==> config.mk <==
export PLATFORM = sky130hd
export DESIGN_NAME = multdiv_flat
export DESIGN_NICKNAME = d
export VERILOG_FILES = /design/src/rtl/multdiv_if.sv /design/src/rtl/multdiv.sv /design/src/flat_wrapper.sv
export SDC_FILE = /design/constraint.sdc
export NUM_CORES = 1
export LEC_CHECK = 0
export BUFFER_PORTS_ARGS = -buffer_cell sky130_fd_sc_hd__buf_4
export CORE_AREA = 2 2 197 141
export CTS_CLUSTER_DIAMETER = 120
export DETAILED_ROUTE_END_ITERATION = 8
export DIE_AREA = 0 0 199 143
export PLACE_DENSITY = 0.85
export SLEW_MARGIN = 40
export SYNTH_ARGS = -nofsm -noshare
export SYNTH_HDL_FRONTEND = slang
export SYNTH_SLANG_ARGS = --single-unit
==> constraint.sdc <==
create_clock -name clock -period 9.9 [get_ports clock]
set_input_delay 1.98 -clock clock [delete_from_list [all_inputs] [get_ports clock]]
set_output_delay 1.98 -clock clock [all_outputs]
set_load 0.03 [all_outputs]
==> src/rtl/multdiv_if.sv <==
// Operand, control and result bundle shared by the execute stage and multdiv.
// The execute stage is the master and the multiplier/divider is the slave.
interface multdiv_if;
    logic [31:0] data_operandA;
    logic [31:0] data_operandB;
    logic        ctrl_MULT;
    logic        ctrl_DIV;
    logic [31:0] data_result;
    logic        data_exception;
    logic        data_resultRDY;
    logic        busy;

    modport master (
        output data_operandA, data_operandB, ctrl_MULT, ctrl_DIV,
        input  data_result, data_exception, data_resultRDY, busy
    );

    modport slave (
        input  data_operandA, data_operandB, ctrl_MULT, ctrl_DIV,
        output data_result, data_exception, data_resultRDY, busy
    );
endinterface

==> src/rtl/multdiv.sv <==
// Multi-cycle signed 32-bit multiplier (radix-2 Booth) and divider (restoring).
// Each operation takes 32 iteration cycles plus one DONE cycle that publishes the result.
module multdiv (
    input logic     clock,
    input logic     reset,
    multdiv_if.slave bus
);

    localparam logic [1:0] IDLE = 2'd0;
    localparam logic [1:0] MULT = 2'd1;
    localparam logic [1:0] DIV  = 2'd2;
    localparam logic [1:0] DONE = 2'd3;

    logic [1:0]  state;
    logic [5:0]  count;
    logic        opIsDiv;
    logic [64:0] prodReg;
    logic [31:0] mcand;
    logic [32:0] remReg;
    logic [31:0] quoReg;
    logic [31:0] divisorMag;
    logic        negateQuo;
    logic        divByZero;
    logic        divOverflow;

    logic        startMult;
    logic        startDiv;
    logic [32:0] boothSum;
    logic [33:0] divShifted;
    logic [33:0] divDiff;
    logic        divFits;
    logic [31:0] magA;
    logic [31:0] magB;
    logic [31:0] finalResult;
    logic        finalExc;

    assign startMult = bus.ctrl_MULT & ~bus.ctrl_DIV;
    assign startDiv  = bus.ctrl_DIV & ~bus.ctrl_MULT;
    assign magA = bus.data_operandA[31] ? -bus.data_operandA : bus.data_operandA;
    assign magB = bus.data_operandB[31] ? -bus.data_operandB : bus.data_operandB;

    // The Booth add is one bit wider than the accumulator so that subtracting
    // the most negative multiplicand cannot wrap before the arithmetic shift.
    always_comb begin
        boothSum = {prodReg[64], prodReg[64:33]};
        case (prodReg[1:0])
            2'b01:   boothSum = {prodReg[64], prodReg[64:33]} + {mcand[31], mcand};
            2'b10:   boothSum = {prodReg[64], prodReg[64:33]} - {mcand[31], mcand};
            default: boothSum = {prodReg[64], prodReg[64:33]};
        endcase
    end

    always_comb begin
        divShifted = {remReg, quoReg[31]};
        divDiff    = divShifted - {2'b00, divisorMag};
        divFits    = ~divDiff[33];
    end

    always_comb begin
        finalResult = prodReg[32:1];
        finalExc    = ~((&prodReg[64:32]) | ~(|prodReg[64:32]));
        if (opIsDiv) begin
            finalResult = divByZero ? 32'd0 : (negateQuo ? -quoReg : quoReg);
            finalExc    = divByZero | divOverflow;
        end
    end

    // A start pulse is handled last so it overrides any iteration or DONE
    // bookkeeping in the same cycle, while still letting a DONE pulse go out.
    always_ff @(posedge clock) begin
        if (reset) begin
            state              <= IDLE;
            count              <= 6'd0;
            opIsDiv            <= 1'b0;
            prodReg            <= 65'd0;
            mcand              <= 32'd0;
            remReg             <= 33'd0;
            quoReg             <= 32'd0;
            divisorMag         <= 32'd0;
            negateQuo          <= 1'b0;
            divByZero          <= 1'b0;
            divOverflow        <= 1'b0;
            bus.data_result    <= 32'd0;
            bus.data_exception <= 1'b0;
            bus.data_resultRDY <= 1'b0;
            bus.busy           <= 1'b0;
        end else begin
            bus.data_resultRDY <= 1'b0;
            case (state)
                MULT: begin
                    prodReg <= {boothSum, prodReg[32:1]};
                    count   <= count + 6'd1;
                    if (count == 6'd31) state <= DONE;
                end
                DIV: begin
                    remReg <= divFits ? divDiff[32:0] : divShifted[32:0];
                    quoReg <= {quoReg[30:0], divFits};
                    count  <= count + 6'd1;
                    if (count == 6'd31) state <= DONE;
                end
                DONE: begin
                    bus.data_result    <= finalResult;
                    bus.data_exception <= finalExc;
                    bus.data_resultRDY <= 1'b1;
                    bus.busy           <= 1'b0;
                    state              <= IDLE;
                end
                default: state <= IDLE;
            endcase

            if (startMult || startDiv) begin
                count       <= 6'd0;
                bus.busy    <= 1'b1;
                opIsDiv     <= startDiv;
                state       <= startDiv ? DIV : MULT;
                mcand       <= bus.data_operandA;
                prodReg     <= {32'd0, bus.data_operandB, 1'b0};
                remReg      <= 33'd0;
                quoReg      <= magA;
                divisorMag  <= magB;
                negateQuo   <= bus.data_operandA[31] ^ bus.data_operandB[31];
                divByZero   <= (bus.data_operandB == 32'd0);
                divOverflow <= (bus.data_operandA == 32'h8000_0000) &&
                               (bus.data_operandB == 32'hFFFF_FFFF);
            end
        end
    end

endmodule

==> src/flat_wrapper.sv <==
// flat-port wrapper written by rule: the top's interface ports become plain ports
module multdiv_flat 
  (clock, reset, bus_data_operandA, bus_data_operandB, bus_ctrl_MULT, bus_ctrl_DIV, bus_data_result, bus_data_exception, bus_data_resultRDY, bus_busy);
  multdiv_if bus_i ();
  input logic clock;
  input logic reset;
  input wire logic [$bits(bus_i.data_operandA)-1:0] bus_data_operandA;
  input wire logic [$bits(bus_i.data_operandB)-1:0] bus_data_operandB;
  input wire logic [$bits(bus_i.ctrl_MULT)-1:0] bus_ctrl_MULT;
  input wire logic [$bits(bus_i.ctrl_DIV)-1:0] bus_ctrl_DIV;
  output wire logic [$bits(bus_i.data_result)-1:0] bus_data_result;
  output wire logic [$bits(bus_i.data_exception)-1:0] bus_data_exception;
  output wire logic [$bits(bus_i.data_resultRDY)-1:0] bus_data_resultRDY;
  output wire logic [$bits(bus_i.busy)-1:0] bus_busy;
  assign bus_i.data_operandA = bus_data_operandA;
  assign bus_i.data_operandB = bus_data_operandB;
  assign bus_i.ctrl_MULT = bus_ctrl_MULT;
  assign bus_i.ctrl_DIV = bus_ctrl_DIV;
  assign bus_data_result = bus_i.data_result;
  assign bus_data_exception = bus_i.data_exception;
  assign bus_data_resultRDY = bus_i.data_resultRDY;
  assign bus_busy = bus_i.busy;
  multdiv u_core (.clock(clock), .reset(reset), .bus(bus_i));
endmodule
# Word-level counts from Yosys, hierarchy flattened
# Cells that the tools add are included.
# op_classes
div	0
n_shift	0
mul	0
add_sub_neg	7
mux	19
bitwise_logic	10
magnitude_cmp	0
n_eq_ne	9
n_reduce_logical	12
# ops
cell	n
32-bit 2-to-1 mux	7
33-bit 2-to-1 mux	3
32-bit negator	3
33-bit case mux with 2 select lines	1
32-bit == test, second input constant	2
34-bit by 32-bit subtractor with 34-bit output	1
32-bit by 32-bit adder with 33-bit output	1
33-bit AND reduction	1
33-bit OR reduction	1
32-bit by 32-bit subtractor with 33-bit output	1
32-bit logical NOT	1
2-bit 2-to-1 mux	4
2-bit nonzero test	4
6-bit by 1-bit adder with 6-bit output, second input constant	1
2-bit == test, second input constant	3
6-bit by 5-bit == test with 1-bit output, second input constant	1
1-bit NOT	5
2-bit by 1-bit == test with 1-bit output, second input constant	2
1-bit 2-to-1 mux	4
2-bit OR reduction	2
3-bit by 1-bit != test with 1-bit output, second input constant	1
1-bit bitwise AND	2
1-bit OR	2
2-bit AND reduction	1
other kinds (3)	3
# totals
latch_bits	0
mem_count	0
register_bits	241
out_inout_bits	35
input_bits	68
mem_bits_rw	0
rom_bits	0

# Depth between registers and ports, before layout
# Gate-level depths: netlist of run 1.
# logic_depth
ltp_word	5
depth_mapped	19

# Worst setup path after synthesis of run 1
# Ideal clock, no wire load.
# synth_path
kind	input to register
startpoint	input port bus_data_operandA[7]
endpoint	register u_core.quoReg[30]
setup_ns	0.086
cell_stages	8
path_slack_ns	5.647
t_required_ns	9.814
n_path_buf	0
t_arrival_ns	4.167
cell_sequence	or4_4 -> or4_4 -> nand2b_4 -> or3_4 -> o41ai_2 -> xnor2_1 -> nor2_1 -> a211oi_1
# synth_between
elab_chain_cells	3
# synth_rtl
element	line	rtl
from (decl)	flat_wrapper.sv:7	input wire logic [$bits(bus_i.data_operandA)-1:0] bus_data_operandA;
32-bit negator	multdiv.sv:39	assign magA = bus.data_operandA[31] ? -bus.data_operandA : bus.data_operandA;
32-bit 2-to-1 mux	multdiv.sv:39	
32-bit 2-to-1 mux	multdiv.sv:111	if (startMult || startDiv) begin
to (signal assigned)	multdiv.sv:97	quoReg <= {quoReg[30:0], divFits};
to (signal assigned)	multdiv.sv:119	quoReg <= magA;
to (decl)	multdiv.sv:20	logic [31:0] quoReg;
# No other way between the ends.
# A chain may end at the register's enable or synchronous reset.

# Worst setup path after layout of run 1
# layout_path
startpoint	register u_core.mcand[2]
endpoint	register u_core.prodReg[64]
# layout_between
elab_chain_cells	2
elab_cells_between_ends	3
cone_classes	add/sub: 2; mux: 1
# layout_rtl
element	line	rtl
from (decl)	multdiv.sv:18	logic [31:0] mcand;
from (signal assigned)	multdiv.sv:116	mcand <= bus.data_operandA;
32-bit by 32-bit subtractor with 33-bit output / 32-bit by 32-bit adder with 33-bit output (equally long branches)	multdiv.sv:48, multdiv.sv:47	
33-bit case mux with 2 select lines (*)	multdiv.sv:46	case (prodReg[1:0])
to (signal assigned)	multdiv.sv:91	prodReg <= {boothSum, prodReg[32:1]};
to (signal assigned)	multdiv.sv:117	prodReg <= {32'd0, bus.data_operandB, 1'b0};
to (decl)	multdiv.sv:17	logic [64:0] prodReg;
# Mark *: on every way between the ends. The rest lies on a longest branch, timed or not.

==> results of run 1 <==
[logic make-up after synthesis]
logic type	after synthesis	synth area share
simple gates	589	0.172
compound gates	584	0.231
flops	241	0.298
buf+inv	228	0.0535
xor+xnor	175	0.0946
mux	146	0.0905
fa+ha+maj	77	0.0604
[flip-flops by register name (all words and copies together), names as in the netlist]
name                       flops
u_core.prodReg                65
u_core.count                   6
u_core.remReg                 33
u_core.divByZero               1
u_core.state                   2
u_core.divOverflow             1
u_core.divisorMag             32
u_core.opIsDiv                 1
u_core.bus.busy                1
u_core.mcand                  32
u_core.bus.data_result        32
u_core.bus.data_resultRDY      1
u_core.negateQuo               1
u_core.bus.data_exception      1
u_core.quoReg                 32
[power groups by stage]
stage	Combinational [W]	Sequential, W	Clock (W)
floorplan	0.000597	0.00110	0
global placement	0.000770	0.00112	0
CTS	0.000799	0.00110	0.00103
global route	0.000893	0.00112	0.00107
detailed placement	0.000791	0.00113	0
finish	0.000816	0.00111	0.00102
[layout by cell type (no fill, tap or decap), types with 30 or more instances in the layout]
| cell type | instances |
|---|---|
| inv_1 | 95 |
| xnor2_1 | 120 |
| a21o_1 | 31 |
| a211oi_1 | 108 |
| nor3_1 | 33 |
| buf_4 | 111 |
| nand3_1 | 32 |
| o21ai_0 | 149 |
| xor2_1 | 54 |
| nor2_1 | 265 |
| dfxtp_1 | 240 |
| ha_1 | 71 |
| nand2_1 | 103 |
| nand4_1 | 30 |
| mux2i_1 | 142 |
| a21oi_1 | 146 |
[stage by stage]
stage	total power (W)	cell area (sq um)	instances
finish	0.00295	18000	2431
global route	0.00308	18000	2431
CTS	0.00293	18000	2430
detailed placement	0.00192	17100	2385
global placement	0.00189	17100	2385
floorplan	0.00170	16200	2040
[layer usage]
metal  vias up  wire length (microns)
met3       106                   4120
met2       611                  19500
met1      7253                  20900
met5         -                     16
li1       7386                      -
met4         2                   1400
[critical path: stages, from the launching register on]
cell and delay [ns]:
dfxtp_1 0.35, or3_1 0.41, nor3b_1 0.34, and2_0 0.40, a21oi_1 0.14, xnor2_1 0.22
ha_1 0.34, a211oi_1 0.33, a31oi_1 0.17, a2111oi_0 0.75, nor4_1 0.21, nor3_1 0.42
o21ai_0 0.22, a21oi_1 0.21, mux2i_1 0.26, mux2i_1 0.20
[how the worst min path moves through the flow]
stage,startpoint,to,slack [ns],depth (start not counted)
after floorplan,u_core.divOverflow$_SDFFE_PP0N_,u_core.divOverflow$_SDFFE_PP0N_,0.43,2
after global placement,u_core.divOverflow$_SDFFE_PP0N_,u_core.divOverflow$_SDFFE_PP0N_,0.46,2
after detailed placement,u_core.divisorMag[7]$_SDFFE_PP0N_,u_core.divisorMag[7]$_SDFFE_PP0N_,0.47,2
after CTS,u_core.divisorMag[7]$_SDFFE_PP0N_,u_core.divisorMag[7]$_SDFFE_PP0N_,0.48,2
after global routing,u_core.divisorMag[29]$_SDFFE_PP0N_,u_core.divisorMag[29]$_SDFFE_PP0N_,0.50,2
final,u_core.divisorMag[29]$_SDFFE_PP0N_,u_core.divisorMag[29]$_SDFFE_PP0N_,0.48,2
[cell type report]
class	instances	area, sq um	share of cell area
multi-input cells	1571	10600	0.588
flip-flops and latches	241	4830	0.268
repair buffers	115	887	0.0493
clock buffers	33	706	0.0392
well taps	364	455	0.0253
inverters	95	357	0.0198
clock inverters	12	179	0.00995
==> metrics, run 1 <==
status complete, no violations; Critical Path End u_core.prodReg[64]$_SDFFE_PP0P_; Syn Inst Count around 2,000; I/O Buffers just over 100; mapped cell area between 15,000 and 20,000 sq um; Synth top area share 0.298; first-pass GRT wire length between 70 and 80 mm; R2R depth 15; Synth cell types between 70 and 80; die footprint 28,500 sq um; pre-CTS WS slightly below 5 ns; Worst Setup End Kind register; Final min period 5.05 ns; total number of H-tree levels 1; fmax 198 MHz; RSZ-0062 raised after global routing false; P per Cell Area approximately 160 nW/um^2; pin count of the biggest net entering global routing 87; top_reg_cell synth dfxtp_1; Tcrit/Tclk final 0.511; max-cap violation count 0; Fill cells 2,115; sequential share of power 0.376; Worst-path clk slew 0.06 ns; peak supply drop 0.000188 V; yosys warns 0; root buffer cell clkbuf_16; NetSw approximately 0.001 W; Std-Cell Core Area about 26,000 sq um; CTS Buffer Depth 3; initial antenna violation count 1; Initial Util 0.612; Via density about 6.3; die width slightly below 200 microns; grt peak-use layer met2; Syn Area/Cell roughly 7.9 sq um; Post-Route WL about 46 mm; vias in the first global route 13,919; sequential area share after synthesis 0.298; met1 Use GR 0.452; largest area contributor in the netlist dfxtp_1; CTS resizes 0; Die Height about 140 microns; Worst-Skew Late Latency 0.54 ns; flop2flop setup slack just under 5 ns; Clock Sinks 241; clk_skew between 0.01 and 0.015 ns; WP data required around 10 ns; GR Overflow Total 0; cts bufs inserted 25; CTS tree yes; Crit. Startpoint u_core.mcand[2]$_SDFFE_PP0N_; ys async rst share 0; CP Launch Type register; Synth Register Bits ~240; Area Overhead vs Synth 11.0%; DRC viols 0; number of diodes 0; synth top area cells dfxtp_1 (30%), mux2i_1 (8.8%), xnor2_1 (6.5%), nor2_1 (6.1%), ha_1 (5.8%); GRT Util Overall 0.317; Util after Layout 0.680; count leader, synth nor2_1; Logic pwr share 0.277; share of cells above drive strength 1 0.0934; M3 GR Usage 0.0685; # hold bufs at CTS 0; final worst slack about 4.8 ns; Final Wtd Congestion between 0.9 and 1; drt initial violations between 1,000 and 1,500; # rows 50; worst setup path category register to register; Final #Nets approximately 2,200; Hold Crit Class register to register; setup TNS 0 ns; actual slew at the worst max-slew pin a little under 0.8 ns; Max Slew Vio Count 0; Post-synth EDFFs 0; Net Sw Frac 0.333; RR Endpoint u_core.prodReg[64]$_SDFFE_PP0P_; final hold slack ~0.48 ns; clock power share 0.347; HPWL after detailed placement 32.9 mm; WL/cell 18.9 microns; most common library cells after synthesis nor2_1 (265), dfxtp_1 (241), o21ai_0 (149), a21oi_1 (146), mux2i_1 (142); via count 15,358; worst reg2reg path startpoint u_core.mcand[2]$_SDFFE_PP0N_; met2 Resource Use GR 0.480; Net Count, Synth approximately 2,200; LEAKAGE 6.95 nW; Int Power ~0.0020 W; slew margin rel. 0.467; drt pass-1 iters 5; Post-DRT Antenna Nets 0; I/O pin total between 100 and 150; Critical Path Fanout Max 6; final setup fails 0; post-CTS setup buffers 0; Final Hold Fails 0; Crit path arrival time roughly 5.5 ns
No activity file was read; power rests on OpenSTA's default activity.
==> inputs of run 2 (changes only) <==
--- a/config.mk
+++ b/config.mk
@@ -5,11 +5,12 @@
 export SDC_FILE = /design/constraint.sdc
 export NUM_CORES = 1
 export LEC_CHECK = 0
+export ABC_AREA = 1
 export BUFFER_PORTS_ARGS = -buffer_cell sky130_fd_sc_hd__buf_4
-export CORE_AREA = 2 2 197 141
+export CORE_AREA = 2 2 205 147
 export CTS_CLUSTER_DIAMETER = 120
 export DETAILED_ROUTE_END_ITERATION = 8
-export DIE_AREA = 0 0 199 143
+export DIE_AREA = 0 0 207 149
 export PLACE_DENSITY = 0.85
 export SLEW_MARGIN = 40
 export SYNTH_ARGS = -nofsm -noshare
==> constraint.sdc (replaced) <==
create_clock -name clock -period 4.9 [get_ports clock]
set_input_delay 0.98 -clock clock [delete_from_list [all_inputs] [get_ports clock]]
set_output_delay 0.98 -clock clock [all_outputs]
set_load 0.03 [all_outputs]
==> metrics, run 2 <==
DRC viols 0; Worst-Skew Late Latency 0.58 ns; count leader, synth nand2_1; fmax about 270 MHz; leading cell type in the layout, fill and taps excluded nand2_1; final hold slack between 0.4 and 0.5 ns; CTS resizes 0; cts bufs inserted 25; I/O Buffers 102; die footprint 30,800 sq um; status complete, no violations; drt pass-1 iters 6; GR Overflow Total 0; sequential area share after synthesis 0.272; root buffer cell clkbuf_16; Final Total Pwr about 0.006 W; post-synthesis compound-gate area fraction 0.184; most common library cells after synthesis nand2_1 (736), inv_1 (383), dfxtp_1 (241), a21oi_1 (235), nor2_1 (229); mapped cell area 17,700 sq um; post-CTS setup buffers 0; actual slew at the worst max-slew pin approximately 0.86 ns; Synth cell types 50; sequential share of power 0.363; Worst-path clk slew 0.06 ns; die width 207 microns; pin count of the biggest net entering global routing 97; I/O pin total roughly 100; GRT Util Overall 0.394; Synth Register Bits 241; Top reg by flops u_core.prodReg; Tcrit/Tclk final 0.765; max reg flops 65; Int Power ~0.0038 W; Fill cells approximately 2,700; Net Count, Synth ~3,000; Final Wtd Congestion just over 1; Post-Synth Simple-Gate Area 0.339; CP Launch Type register; most frequent cells in the layout nand2_1 (735), inv_1 (379), dfxtp_1 (241); Hold Crit Class register to register; Area Overhead vs Synth 10.5%; drt initial violations around 2,600; Clock Sinks 241; Die Height roughly 150 microns; LEAKAGE slightly below 9 nW; # hold bufs at CTS 0; Synth top area share 0.272; Critical Path Fanout Max 19; peak supply drop approximately 0.0003 V; setup TNS 0 ns; Worst Setup End Kind register; max-cap violation count 0; share of cells above drive strength 1 0.0893; clk_skew between 0.02 and 0.03 ns; Syn Area/Cell about 6.2 sq um; worst setup path category register to register; Post-Route WL around 63 mm; total number of H-tree levels 1; NetSw 0.00216 W; # rows between 50 and 60; Synth Area in Adders 0.0553; XOR/XNOR share of the synthesized area 0.0391; Std-Cell Core Area about 29,000 sq um; Final #Nets about 3,000; final worst slack about 1.1 ns; slew margin rel. 0.424; synth top area cells dfxtp_1 (27%), nand2_1 (16%), inv_1 (8.1%), a21oi_1 (6.6%), nand3_1 (6.1%); Final min period 3.75 ns; RSZ-0062 raised after global routing false; Final Hold Fails 0; yosys warns 0; clock power share 0.352; Crit path arrival time ~4.2 ns; Post-DRT Antenna Nets 0; initial antenna violation count 0; HPWL after detailed placement about 47 mm; largest area contributor in the netlist dfxtp_1; CTS tree yes; WP data required between 5 and 6 ns; Syn Inst Count between 2,000 and 3,000; number of diodes 0; Net Sw Frac 0.362; Max Slew Vio Count 0; ys async rst share 0; pre-CTS WS about 1.3 ns; first-pass GRT wire length between 90 and 100 mm; main combinational cell family by area after synthesis simple AND/OR/NAND/NOR gates; CTS Buffer Depth 3; Logic pwr share 0.285; P per Cell Area 306 nW/um^2; vias in the first global route roughly 18,000; top_reg_cell synth dfxtp_1; Initial Util 0.607; Via density 6.02; Largest regs u_core.prodReg (65), u_core.remReg (33); final setup fails 0; Post-synth EDFFs 0; post-synthesis mux area share 0; WL/cell approximately 19 microns; via count between 15,000 and 20,000
-- run 2: cell families (layout without fill, tap and decap cells) --
family / Yosys count / after routing
xor+xnor: 79 / 79
simple gates: 1372 / 1372
fa+ha+maj: 77 / 77
buf+inv: 505 / 565
flops: 241 / 241
compound gates: 578 / 578
-- run 2: power groups by stage --
| stage | registers (W) | clock network [W] | logic, W |
|---|---|---|---|
| finish | 0.00217 | 0.00211 | 0.00170 |
| global route | 0.00218 | 0.00218 | 0.00186 |
| CTS | 0.00216 | 0.00211 | 0.00164 |
| detailed placement | 0.00220 | 0 | 0.00163 |
| global placement | 0.00220 | 0 | 0.00160 |
| floorplan | 0.00220 | 0 | 0.00113 |
-- run 2: worst paths after layout --
path / startpoint / slack, ns / endpoint / depth (start not counted)
setup / recovery: u_core.prodReg[1]$_SDFFE_PP0P_ / 1.15 / u_core.prodReg[60]$_SDFFE_PP0P_ / 17
hold reg to reg: u_core.divisorMag[25]$_SDFFE_PP0N_ / 0.46 / u_core.divisorMag[25]$_SDFFE_PP0N_ / 2
setup reg to reg: u_core.prodReg[1]$_SDFFE_PP0P_ / 1.15 / u_core.prodReg[60]$_SDFFE_PP0P_ / 17
hold / removal: u_core.divisorMag[25]$_SDFFE_PP0N_ / 0.46 / u_core.divisorMag[25]$_SDFFE_PP0N_ / 2
-- run 2: critical path, cell delays in order, from the launching register on --
cell      delay, ns
dfxtp_1        0.41
ha_1           0.18
buf_4          0.20
clkinv_1       0.42
a21oi_1        0.29
xor2_1         0.18
inv_1          0.12
ha_1           0.37
a21oi_1        0.24
o21ai_0        0.19
a21oi_1        0.31
inv_1          0.08
a21oi_1        0.23
nand2_1        0.08
nand2_1        0.09
nand3_1        0.07
nand2_1        0.08
a21oi_1        0.05
-- run 2: layer usage --
metal  global-route usage  up-vias  part of all wire
met5                    0        -                 0
met4                0.105        0             0.029
li1                     -     9464                 -
met1                0.562     9094              0.44
met2                0.561     1172              0.39
met3                0.137      130              0.14
-- run 2: through the flow --
step | area [sq um] | instances | utilization
after floorplan | 17700 | 2852 | -
after global placement | 18600 | 3251 | 0.639
after detailed placement | 18700 | 3251 | 0.639
after CTS | 19600 | 3297 | 0.670
after global routing | 19600 | 3297 | 0.670
final | 19600 | 3297 | 0.670
-- run 2: layout make-up --
type / count / area [sq um] / share of cell area
clock buffer: 34 / 729 / 0.0373
clock inverter: 12 / 171 / 0.00876
inverter: 398 / 1500 / 0.0766
multi-input combinational: 2106 / 10900 / 0.559
sequential: 241 / 4820 / 0.247
tap: 385 / 482 / 0.0246
timing repair buffer: 121 / 912 / 0.0466
==> inputs of run 3 (changes only) <==
--- a/config.mk
+++ b/config.mk
@@ -7,11 +7,11 @@
 export LEC_CHECK = 0
 export ABC_AREA = 1
 export BUFFER_PORTS_ARGS = -buffer_cell sky130_fd_sc_hd__buf_4
-export CORE_AREA = 2 2 205 147
+export CORE_AREA = 2 2 214 153
 export CTS_CLUSTER_DIAMETER = 120
 export DETAILED_ROUTE_END_ITERATION = 8
-export DIE_AREA = 0 0 207 149
-export PLACE_DENSITY = 0.85
+export DIE_AREA = 0 0 216 155
+export PLACE_DENSITY = 0.83
 export SLEW_MARGIN = 40
 export SYNTH_ARGS = -nofsm -noshare
 export SYNTH_HDL_FRONTEND = slang
==> constraint.sdc (replaced) <==
create_clock -name clock -period 3.3 [get_ports clock]
set_input_delay 0.66 -clock clock [delete_from_list [all_inputs] [get_ports clock]]
set_output_delay 0.66 -clock clock [all_outputs]
set_load 0.03 [all_outputs]
==> metrics, run 3 (synthesis results as in run 2) <==
status complete, no violations; WP data required about 3.8 ns; Max Slew Vio Count 0; Reg area approximately 4800 sq um; M3 GR Usage 0.0993; actual slew at the worst max-slew pin around 0.83 ns; Crit path arrival time approximately 3.8 ns; DRC viols 0; met2 Resource Use GR 0.532; GRT Util Overall 0.376; CTS Buffer Depth 3; Worst-Skew Late Latency 0.57 ns; Initial Util 0.559; multi-input logic area 11,600 sq um; Worst Setup End Kind register; pin count of the biggest net entering global routing 70; final setup fails 0; Via density 5.89; total number of H-tree levels 1; Cells after DPL 3,359; root buffer cell clkbuf_16; Critical Path Fanout Max 4; fmax 304 MHz; Final Wtd Congestion roughly 1; Std-Cell Core Area between 30,000 and 40,000 sq um; CTS tree yes; clock power share 0.336; Post-Layout Cell Count 3,421; slew margin rel. 0.442; sequential share of power 0.350; NetSw 0.00338 W; worst setup path category register to register; number of diodes 0; # hold bufs at CTS 0; vias in the first global route between 15,000 and 20,000; max reg flops 65; Final #Nets ~3,100; CP Launch Type register; max-cap violation count 0; initial antenna violation count 0; leading cell type in the layout, fill and taps excluded nand2_1; final worst slack 0.0106 ns; grt peak-use layer met1; Fill cells between 2,000 and 3,000; die footprint 33,500 sq um; met1 Use GR 0.566; Tcrit/Tclk final 0.997; clk_skew 0.0189 ns; Hold Crit Class input port to register; cts bufs inserted 25; setup TNS 0 ns; LEAKAGE about 9.4 nW; Largest regs u_core.prodReg (65), u_core.remReg (33); HPWL after detailed placement 49.3 mm; # rows 55; Post-DRT Antenna Nets 0; Top reg by flops u_core.prodReg; Final Total Pwr roughly 0.0092 W; via count ~20,000; most frequent cells in the layout nand2_1 (715), inv_1 (375), dfxtp_1 (239); I/O Buffers 102; die width 216 microns; WL/cell 19.0 microns; Net Sw Frac 0.368; Area Overhead vs Synth 18.3%; drt initial violations 2,542; P per Cell Area between 400 and 500 nW/um^2; drt pass-1 iters 7; pre-CTS WS -0.0856 ns; I/O pin total 103; Post-Route WL approximately 65 mm; RSZ-0062 raised after global routing true; Clock Sinks 241; final hold slack approximately 0.36 ns; first-pass GRT wire length 100 mm; Final Hold Fails 0; Logic pwr share 0.314; Die Height approximately 160 microns; GR Overflow Total 0; share of cells above drive strength 1 0.154; Final min period approximately 3.3 ns; peak supply drop 0.000382 V; Int Power 0.00582 W; Worst-path clk slew roughly 0.070 ns
[run 3: final cells by class]
| type | count | share of cell area |
|---|---|---|
| sequential | 241 | 0.230 |
| multi-input combinational | 2106 | 0.553 |
| timing repair buffer | 204 | 0.0777 |
| clock buffer | 29 | 0.0315 |
| tap | 427 | 0.0255 |
| inverter | 398 | 0.0716 |
| clock inverter | 16 | 0.00974 |
[run 3: worst paths after layout]
| kind | endpoint | slack, ns | cells after the start | startpoint |
|---|---|---|---|---|
| worst min register to register | u_core.divisorMag[25]$_SDFFE_PP0N_ | 0.46 | 2 | u_core.divisorMag[25]$_SDFFE_PP0N_ |
| worst max-delay path | u_core.prodReg[63]$_SDFFE_PP0P_ | 0.01 | 24 | u_core.mcand[0]$_SDFFE_PP0N_ |
| worst max register to register | u_core.prodReg[63]$_SDFFE_PP0P_ | 0.01 | 24 | u_core.mcand[0]$_SDFFE_PP0N_ |
| worst min-delay path | u_core.mcand[20]$_SDFFE_PP0N_ | 0.36 | 3 | bus_data_operandA[20] |
[run 3: metal layers]
| metal | routed length [microns] | vias to the layer above |
|---|---|---|
| li1 | - | 9634 |
| met1 | 29600 | 9287 |
| met4 | 1550 | 0 |
| met2 | 25500 | 1104 |
| met3 | 8360 | 115 |
| met5 | 0 | - |
[run 3: what timing repair did]
action,CTS,global route
setup buffers,5,12
endpoints found under the setup margin,9,22
pin swaps,14,62
resized for setup,34,141
[run 3: per-stage QoR]
| stage | area (sq um) | util |
|---|---|---|
| after floorplan | 17700 | - |
| after global placement | 19200 | 0.608 |
| after detailed placement | 19300 | 0.608 |
| after CTS | 20300 | 0.640 |
| after global routing | 20900 | 0.662 |
| final | 20900 | 0.662 |
[run 3: power by group through the flow]
stage,sequential [W],combinational [W],clock [W]
floorplan,0.00326,0.00168,0
global placement,0.00327,0.00253,0
detailed placement,0.00327,0.00256,0
CTS,0.00321,0.00262,0.00309
global route,0.00324,0.00313,0.00321
finish,0.00322,0.00289,0.00309
[run 3: critical path, stage by stage, from the launching register on]
cell	delay [ns]
dfxtp_2	0.33
inv_2	0.08
buf_6	0.12
nand3_4	0.07
nor3_4	0.17
nand3_2	0.11
nor2_2	0.12
nand3b_1	0.12
nor2_2	0.16
nand2_1	0.08
nand2_2	0.09
o21ai_2	0.07
xor2_2	0.18
ha_1	0.33
buf_6	0.14
nand2_4	0.07
nor2_4	0.10
inv_2	0.05
nor4_4	0.29
nand3_1	0.13
nand2_1	0.09
nand2_1	0.05
nand3_1	0.06
nand2_1	0.05
a21oi_1	0.13
